==> config.mk <==
export PLATFORM = sky130hd
export DESIGN_NAME = if_inst_queue
export DESIGN_NICKNAME = d
export VERILOG_FILES = /design/src/rtl/cpu_defs.sv /design/src/rtl/inst_fifo.sv /design/src/rtl/if_inst_queue.sv
export SDC_FILE = /design/constraint.sdc
export NUM_CORES = 1
export LEC_CHECK = 0
export CAP_MARGIN = 30
export CORE_UTILIZATION = 55
export DETAILED_ROUTE_END_ITERATION = 16
export GPL_ROUTABILITY_DRIVEN = 1
export HOLD_SLACK_MARGIN = 0.03
export PLACE_DENSITY = 0.79
export SYNTH_ARGS = -nofsm -noshare
export SYNTH_HDL_FRONTEND = slang
export SYNTH_SLANG_ARGS = --single-unit
export TNS_END_PERCENT = 100
==> constraint.sdc <==
create_clock -name clk -period 7.52 [get_ports clk]
set_clock_uncertainty 0.15 [all_clocks]
set_input_delay 1.88 -clock clk [delete_from_list [all_inputs] [get_ports clk]]
set_output_delay 1.88 -clock clk [all_outputs]
set_load 0.01 [all_outputs]
==> src/rtl/cpu_defs.sv <==
// Shared CPU type definitions.
// Word-level types used across the front end, the architectural reset
// vector, and the entry format of the fetch-to-decode instruction queue.
package cpu_defs;

  typedef logic [31:0] Inst_t;      // raw instruction word
  typedef logic [31:0] VirtAddr_t;  // virtual address
  typedef logic        Bit_t;       // single flag

  localparam VirtAddr_t RESET_PC_DEFAULT = 32'hbfc00000;

  // One queued instruction. err marks a misaligned-fetch fault entry,
  // in which case inst is forced to zero.
  typedef struct packed {
    Inst_t     inst;
    VirtAddr_t pc;
    Bit_t      err;
  } inst_entry_t;

endpackage

==> src/rtl/inst_fifo.sv <==
// Circular FIFO holding fetched instruction entries.
//   clk, rst   : clock, asynchronous active-high reset
//   clear      : empties the queue; overrides push and pop in that cycle
//   push       : write push_data at the tail
//   push_data  : entry to write
//   pop        : drop the head entry (ignored when empty)
//   head_data  : entry at the head (undefined when count == 0)
//   count      : number of valid entries, 0..DEPTH
module inst_fifo #(
  parameter int WIDTH = 65,
  parameter int DEPTH = 4,
  localparam int PW   = $clog2(DEPTH),
  localparam int CW   = $clog2(DEPTH + 1)
) (
  input  logic             clk,
  input  logic             rst,
  input  logic             clear,
  input  logic             push,
  input  logic [WIDTH-1:0] push_data,
  input  logic             pop,
  output logic [WIDTH-1:0] head_data,
  output logic [CW-1:0]    count
);

  localparam logic [CW-1:0] FULL_COUNT = CW'(DEPTH);

  logic [WIDTH-1:0] mem [DEPTH];
  logic [PW-1:0]    wr_ptr;
  logic [PW-1:0]    rd_ptr;
  logic             do_push;
  logic             do_pop;

  assign do_push   = push && !clear;
  assign do_pop    = pop && !clear && (count != '0);
  assign head_data = mem[rd_ptr];

  // DEPTH is a power of two, so pointer wrap is the natural binary rollover.
  // NOTE: sequential state uses non-blocking assignments so every register
  // samples the pre-edge values of its peers.
  always_ff @(posedge clk or posedge rst) begin
    if (rst) begin
      wr_ptr <= '0;
      rd_ptr <= '0;
      count  <= '0;
    end else if (clear) begin
      wr_ptr <= '0;
      rd_ptr <= '0;
      count  <= '0;
    end else begin
      if (do_push) wr_ptr <= wr_ptr + PW'(1);
      if (do_pop)  rd_ptr <= rd_ptr + PW'(1);
      count <= count + CW'(do_push) - CW'(do_pop);
    end
  end

  // NOTE: storage is deliberately not reset; count gates every read, so
  // stale contents are never observed and the array can map to plain RAM.
  always_ff @(posedge clk) begin
    if (do_push) mem[wr_ptr] <= push_data;
  end

  // The fetch side reserves a slot before requesting, so a push into a
  // full queue means the reservation logic is broken.
  a_no_push_when_full: assert property (
    @(posedge clk) disable iff (rst) !(do_push && count == FULL_COUNT)
  );

endmodule

==> src/rtl/if_inst_queue.sv <==
// Instruction fetch unit with a decoupling instruction queue.
// Issues one word fetch at a time on a simple req/ready, rvalid bus and
// buffers returned words for decode. A flush redirects fetch and throws
// away both queued and in-flight instructions; a misaligned redirect
// target produces a single fault entry and stops fetching until the next
// flush.
//   clk, rst      : clock, asynchronous active-high reset
//   flush         : redirect, flush_pc is the new fetch address
//   ibus_req      : fetch request valid, ibus_addr its word address
//   ibus_ready    : bus accepts the request this cycle
//   ibus_rvalid   : returned word on ibus_rdata (one per accepted request)
//   inst_valid    : head entry presented to decode (inst, inst_pc,
//                   inst_addr_err); all zero when the queue is empty
//   inst_ready    : decode consumes the head entry
module if_inst_queue
  import cpu_defs::*;
#(
  parameter int        DEPTH    = 4,
  parameter VirtAddr_t RESET_PC = RESET_PC_DEFAULT
) (
  input  logic      clk,
  input  logic      rst,
  input  logic      flush,
  input  VirtAddr_t flush_pc,
  output logic      ibus_req,
  output VirtAddr_t ibus_addr,
  input  logic      ibus_ready,
  input  logic      ibus_rvalid,
  input  Inst_t     ibus_rdata,
  output logic      inst_valid,
  output Inst_t     inst,
  output VirtAddr_t inst_pc,
  output logic      inst_addr_err,
  input  logic      inst_ready
);

  localparam int            CW         = $clog2(DEPTH + 1);
  localparam int            ENTRY_W    = $bits(inst_entry_t);
  localparam logic [CW-1:0] FULL_COUNT = CW'(DEPTH);

  // ST_WAIT and ST_DISCARD are exactly the states with one request
  // outstanding, so no separate outstanding counter is kept.
  typedef enum logic [1:0] {
    ST_FETCH,
    ST_WAIT,
    ST_DISCARD,
    ST_HALT
  } state_t;

  state_t       state;
  VirtAddr_t    fetch_pc;
  logic [CW-1:0] count;
  logic         aligned;
  logic         has_space;
  logic         accept;
  logic         push;
  logic         pop;
  inst_entry_t  push_entry;
  inst_entry_t  head;
  logic [ENTRY_W-1:0] push_bits;
  logic [ENTRY_W-1:0] head_bits;

  assign aligned   = (fetch_pc[1:0] == 2'b00);
  assign has_space = (count < FULL_COUNT);

  // In FETCH nothing is outstanding, so count < DEPTH is the full
  // slot-reservation test. Flush withdraws an unaccepted request at once.
  assign ibus_req  = !rst && !flush && (state == ST_FETCH) && aligned && has_space;
  assign ibus_addr = fetch_pc;
  assign accept    = ibus_req && ibus_ready;

  // NOTE: every signal driven here gets a default first, so no path leaves
  // a value held over and no latch is inferred.
  always_comb begin
    push       = 1'b0;
    push_entry = '0;
    if (!flush) begin
      if (state == ST_WAIT && ibus_rvalid) begin
        // fetch_pc already advanced on acceptance; the word belongs to pc-4.
        push            = 1'b1;
        push_entry.inst = ibus_rdata;
        push_entry.pc   = fetch_pc - 32'd4;
        push_entry.err  = 1'b0;
      end else if (state == ST_FETCH && !aligned && has_space) begin
        push            = 1'b1;
        push_entry.inst = '0;
        push_entry.pc   = fetch_pc;
        push_entry.err  = 1'b1;
      end
    end
  end

  assign pop       = inst_valid && inst_ready;
  assign push_bits = push_entry;

  inst_fifo #(
    .WIDTH (ENTRY_W),
    .DEPTH (DEPTH)
  ) u_fifo (
    .clk       (clk),
    .rst       (rst),
    .clear     (flush),
    .push      (push),
    .push_data (push_bits),
    .pop       (pop),
    .head_data (head_bits),
    .count     (count)
  );

  always_ff @(posedge clk or posedge rst) begin
    if (rst) begin
      state    <= ST_FETCH;
      fetch_pc <= RESET_PC;
    end else begin
      if (flush) fetch_pc <= flush_pc;
      case (state)
        ST_FETCH: begin
          if (!flush) begin
            if (accept) begin
              state    <= ST_WAIT;
              fetch_pc <= fetch_pc + 32'd4;
            end else if (push) begin
              state <= ST_HALT;
            end
          end
        end
        // A response retires the outstanding request whether it is pushed
        // or dropped by a coincident flush; a flush alone leaves it pending.
        ST_WAIT: begin
          if (ibus_rvalid)  state <= ST_FETCH;
          else if (flush)   state <= ST_DISCARD;
        end
        ST_DISCARD: begin
          if (ibus_rvalid)  state <= ST_FETCH;
        end
        ST_HALT: begin
          if (flush)        state <= ST_FETCH;
        end
        default:            state <= ST_FETCH;
      endcase
    end
  end

  assign head          = inst_entry_t'(head_bits);
  assign inst_valid    = (count != '0);
  assign inst          = inst_valid ? head.inst : '0;
  assign inst_pc       = inst_valid ? head.pc   : '0;
  assign inst_addr_err = inst_valid && head.err;

endmodule
Word-level counts from Yosys, hierarchy flattened --
Memories as Yosys holds them, arrays and structs flattened. Cells that the tools add are included.
Storage, ports and cells: flip-flop bits (word level) 41, word-level logic and storage cells 70, output and inout port bits 99, bits in writable memories 260, memories 1
Memory list:
- u_fifo.mem | depth 4, width 65, rd ports 1, clocked after Yosys merged registers in 0, wr ports 1, line inst_fifo.sv:27 | logic [WIDTH-1:0] mem [DEPTH];
Cells by class: muxes and demuxes 27, $add $sub $neg 6, equal/unequal tests 8, reduce and logical (&&, ||, !) cells 22, magnitude comparators 1
Operators by type and width (number):
- 32-bit two-way mux | 6
- 65-bit two-way mux | 2
- 33-bit two-way mux | 1
- 32-bit by 3-bit adder with 32-bit output, second input constant | 1
- 32-bit by 3-bit subtractor with 32-bit output, second input constant | 1
- 2-bit two-way mux | 11
- 1-bit logical AND | 13
- 2-bit one-hot mux with 4 select lines | 1
- 2-bit inequality test, second input constant | 3
- 1-bit two-way mux | 5
- 5-bit AND reduction | 1
- 2-bit by 1-bit adder with 2-bit output, second input constant | 2
- 2-bit == test, second input constant | 2
- 2-bit zero test | 2
- 2-bit nonzero test | 2
- 3-bit by 1-bit adder with 3-bit output | 1
- 1-bit zero test | 3
- 3-bit < comparator, second input constant | 1
- 3-bit two-way mux | 1
- 3-bit by 2-bit inequality test with 1-bit output, second input constant | 1
- 3-bit inequality test, second input constant | 1
- 3-bit nonzero test | 1
- 3-bit by 1-bit subtractor with 3-bit output | 1
- 2-bit by 1-bit == test with 1-bit output, second input constant | 1

Logic depth before layout (Yosys ltp) --
depth in word-level cells 11, gate-level depth with buffers 11

Cells and area by module --
Synthesis repeated with hierarchy kept, for this count alone.
Unflattened totals: cell total of the unflattened synthesis 852, area total of the unflattened synthesis 13360.3 um2
Modules (own cells, without submodules):
- inst_fifo | instances 1, cells each 383, area each 9860.7 um2
- if_inst_queue | instances 1, cells each 469, area each 3499.6 um2

Worst setup path after synthesis --
No wires, ideal clock.
path type input-to-reg, start point input port ibus_rvalid, end point memory u_fifo.mem[0][0], enable pin, setup time 0.430 ns, arrival time 4.134 ns, required time 6.940 ns, stages 5, buffers on the path 1, setup slack 2.806 ns, path through and3b_1 > o21ai_0 > inv_1 > clkbuf_1 > and2_1
Between the ends: cells in the longest elaborated chain, start to end 6
RTL lines:
- from (decl) | line if_inst_queue.sv:28 | input logic ibus_rvalid,
- 1-bit logical AND | line if_inst_queue.sv:78 | if (state == ST_WAIT && ibus_rvalid) begin
- 1-bit two-way mux | line if_inst_queue.sv:78
- 1-bit two-way mux | line if_inst_queue.sv:77 | if (!flush) begin
- 1-bit logical AND | line inst_fifo.sv:33 | assign do_push = push && !clear;
- 1-bit two-way mux | line inst_fifo.sv:59 | if (do_push) mem[wr_ptr] <= push_data;
- 1-bit two-way mux (implied by the code) | line inst_fifo.sv:59
- to (decl) | line inst_fifo.sv:27
Every way passes these cells.

Final worst setup path --
start point input port rst, end point output port ibus_req
Between the ends: cells in the longest elaborated chain, start to end 5
RTL lines:
- from (decl) | line if_inst_queue.sv:22 | input logic rst,
- 1-bit zero test (no line)
- 1-bit logical AND (4 in series) | line if_inst_queue.sv:68 | assign ibus_req = !rst && !flush && (state == ST_FETCH) && aligned && has_space;
- to (decl) | line if_inst_queue.sv:25 | output logic ibus_req,
Every way passes these cells.

==> summary.md <==
| Metric | Value |
|---|---|
| Vias per Instance | 6.10 |
| Post-synth ARST share | 13.6% |
| Synth warn | 0 |
| Avg WL per Cell | 22.0 µm |
| Worst Hold Class | reg -> reg |
| Met2 wire length | 14800 µm |
| 1st-iter DRT viols | 742 |
| Clk_lat worst skew | 0.56 ns |
| Port Buffer Count | 168 |
| # rows | 56 |
| Final wirelength | 29500 µm |
| Hold Fails Final Rpt | 0 |
| Max IR drop VDD | 0.186 mV |
| Cell variety after synth | 59 |
| Cell count after synthesis | 849 |
| Post-synthesis sequential area ratio | 66.5% |
| Die Span Y | 158 µm |
| Synth-to-Final Area Change | 22.4% |
| Global-route wire length before repair | 45000 µm |
| Ant diodes | 0 |
| Leakage | 5.58 nW |
| Crit end category | output port |
| Vias in the first global route | 8092 |
| Max-slew violations | 0 |
| Width of the chip | 158 µm |
| Hold_buf cts | 0 |
| Synthesized area per cell | 15.7 µm² |
| Min Tclk post-route | 5.54 ns |
| WP data arrival | 3.51 ns |
| Clock root cell | clkbuf_16 |
| Worst Setup Start Kind | primary input |
| Post-Route M1 WL | 12000 µm |
| CP Max Fanout | 4 |
| Initial antenna violation count | 1 |
| Pwr Density | 329 nW/µm² |
| Post-Synthesis Cell Area | 13300 µm² |
| Synth cell count leaders | edfxtp_1 (260), and2_1 (73), mux4_2 (65) |
| Core Util, Final | 68.9% |
| Worst setup path start | rst |
| Post-CTS setup buffer count | 0 |
| Seq cells post-synth | 301 |
| Worst r2r src | state[0] |
| Number of H-tree levels | 1 |
| EDFF count, synth | 260 |
| Post-route ant nets | 0 |
| Post-synth top area share | 58.7% |
| WP data required | 5.49 ns |
| Clk buf depth | 3 |
| Pin count of the biggest net entering global routing | 69 |
| Starting density of the core | 56.3% |
| Cell with the most instances after synthesis | edfxtp_1 |
| Share of layout cells above drive strength 1 | 16.2% |
| Total GRT Usage | 24.2% |
| Final period utilization | 73.7% |
| Clk slew on worst S/H paths | 0.06 ns |
| Setup TNS after final layout | 0 ns |
| WL met3 | 2100 µm |
| Critical hold path startpoint | ibus_addr[24] |
| Fmax | 180 MHz |
| Final Cell Area | 16300 µm² |
| Setup violators final | 0 |
| TritonCTS clock tree | yes |
| Final #Nets | 1074 |
| Synth top area cells | edfxtp_1 (59%), mux4_2 (11%), dfrtp_1 (6.0%) |
| Fill cells | 1556 |
| Post-cts sizing count | 0 |
| GRT overflow | 0 |
| Largest area contributor in the netlist | edfxtp_1 |
| DR top layer | met5 |
| Die ar. | 24800 µm² |
| RSZ-0062 raised after global routing | no |
| Worst R2R Path Depth | 6 |
| 1st-pass router iterations | 5 |
| DRC violations left | 0 |
| HPWL Detailed | 17900 µm |
| WS Path Type | in -> out |
| Storage element area | 8850 µm² |
| Status | complete, no violations |
| Least-Margin Pin Slew | 0.986 ns |
| RR Endpoint | u_fifo.mem[2][44] |
| Synth Flop Type | edfxtp_1 |
| IO Count | 169 |
| Global placer's final weighted congestion | 0.862 |
| Core region area | 23600 µm² |
| Multi-input gate area | 4120 µm² |
| MaxCap Viol Count | 0 |
| Syn Nets | 928 |
| Worst Hold Path EP | ibus_addr[24] |
| Slew HR | 34.3% |
| Reg-to-reg setup timing slack | 4.10 ns |
| Hold Path Depth | 1 |
| Area after DPL | 15200 µm² |
| Num CTS Buffers | 30 |
| Total number of vias | 8164 |
| CTS sink count | 301 |
==> through the flow <==
step | worst slack (ns) | power (mW) | hold slack, ns | std cells
5_1_grt | 1.93 | 5.61 | 0.458 | 1338
3_3_place_gp | 2.00 | 3.89 | 0.424 | 1276
3_5_place_dp | 1.98 | 3.97 | 0.435 | 1278
2_1_floorplan | 2.81 | 3.17 | 0.388 | 849
6_report | 1.98 | 5.36 | 0.444 | 1338
4_1_cts | 1.97 | 5.39 | 0.443 | 1334
==> critical path, stage by stage <==
cell,delay [ns]
clkdlybuf4s50_1,0.42
or4_4,0.52
nor2_1,0.15
clkdlybuf4s50_1,0.55
==> final cells by class <==
cell class	count	share of cell area, %
Inverter	16	0.369
Timing Repair Buffer	182	11.6
Clock buffer	42	5.26
Sequential cell	301	54.4
Clock inverter	14	0.630
Tap cell	319	2.45
Multi-Input combinational cell	464	25.3
==> worst max-delay path by stage <==
stage                             to  slack (ns)  cells after the start
global route                ibus_req        1.93                      4
floorplan           u_fifo.mem[0][0]        2.81                      5
CTS                         ibus_req        1.97                      4
detailed placement          ibus_req        1.98                      4
global placement            ibus_req        2.00                      4
finish                      ibus_req        1.98                      4
==> state kept, by name, indices dropped and copies added, names as in the netlist <==
| register | cells |
|---|---|
| u_fifo.rd_ptr | 2 |
| state | 2 |
| u_fifo.wr_ptr | 2 |
| u_fifo.mem | 260 |
| ibus_addr | 32 |
| u_fifo.count | 3 |
==> cell usage in the layout (no fill, tap or decap), types with 5 or more instances in the layout <==
| cell | instances |
|---|---|
| a21oi_1 | 17 |
| and2_1 | 69 |
| buf_4 | 8 |
| dfrtp_1 | 30 |
| nor3_1 | 14 |
| clkdlybuf4s50_1 | 167 |
| inv_1 | 15 |
| o211ai_1 | 11 |
| nand3_1 | 20 |
| dfstp_2 | 9 |
| o31ai_1 | 6 |
| or4_1 | 5 |
| nand4_1 | 7 |
| or3_1 | 11 |
| nor4_4 | 5 |
| nor2_1 | 42 |
| ha_1 | 8 |
| clkbuf_1 | 7 |
| mux4_2 | 65 |
| o21ai_0 | 14 |
| a311oi_1 | 13 |
| xor2_1 | 7 |
| a211oi_1 | 8 |
| nand2_1 | 22 |
| and3_1 | 43 |
| o311ai_0 | 8 |
| xnor2_1 | 6 |
| o41ai_1 | 9 |
| clkinv_2 | 9 |
| clkbuf_16 | 31 |
| edfxtp_1 | 260 |
==> kinds of logic (layout without fill, tap and decap cells) <==
| logic type | after synthesis | count (layout) | synth area share (%) |
|---|---|---|---|
| buffers and inverters | 84 | 254 | 2.59 |
| DFF | 301 | 301 | 66.5 |
| and+or+nand+nor | 269 | 269 | 12.2 |
| xor gates and xnor gates | 13 | 13 | 0.856 |
| adders and majority gates | 9 | 9 | 0.903 |
| AOI/OAI and AO/OA | 103 | 103 | 5.59 |
| muxes | 70 | 70 | 11.4 |
==> per-layer routing <==
metal,track usage (%),up-vias
met4,6.06,2
li1,-,3643
met5,0,-
met1,33.5,4125
met2,40.6,348
met3,3.28,46
==> where the power goes <==
group	leakage [nW]	internal, mW	switching (mW)
clock	0.475	0.828	0.600
combinational	2.15	0.927	0.796
sequential	2.95	2.07	0.143
total	5.58	3.83	1.54
No activity file was read; power rests on OpenSTA's default activity.
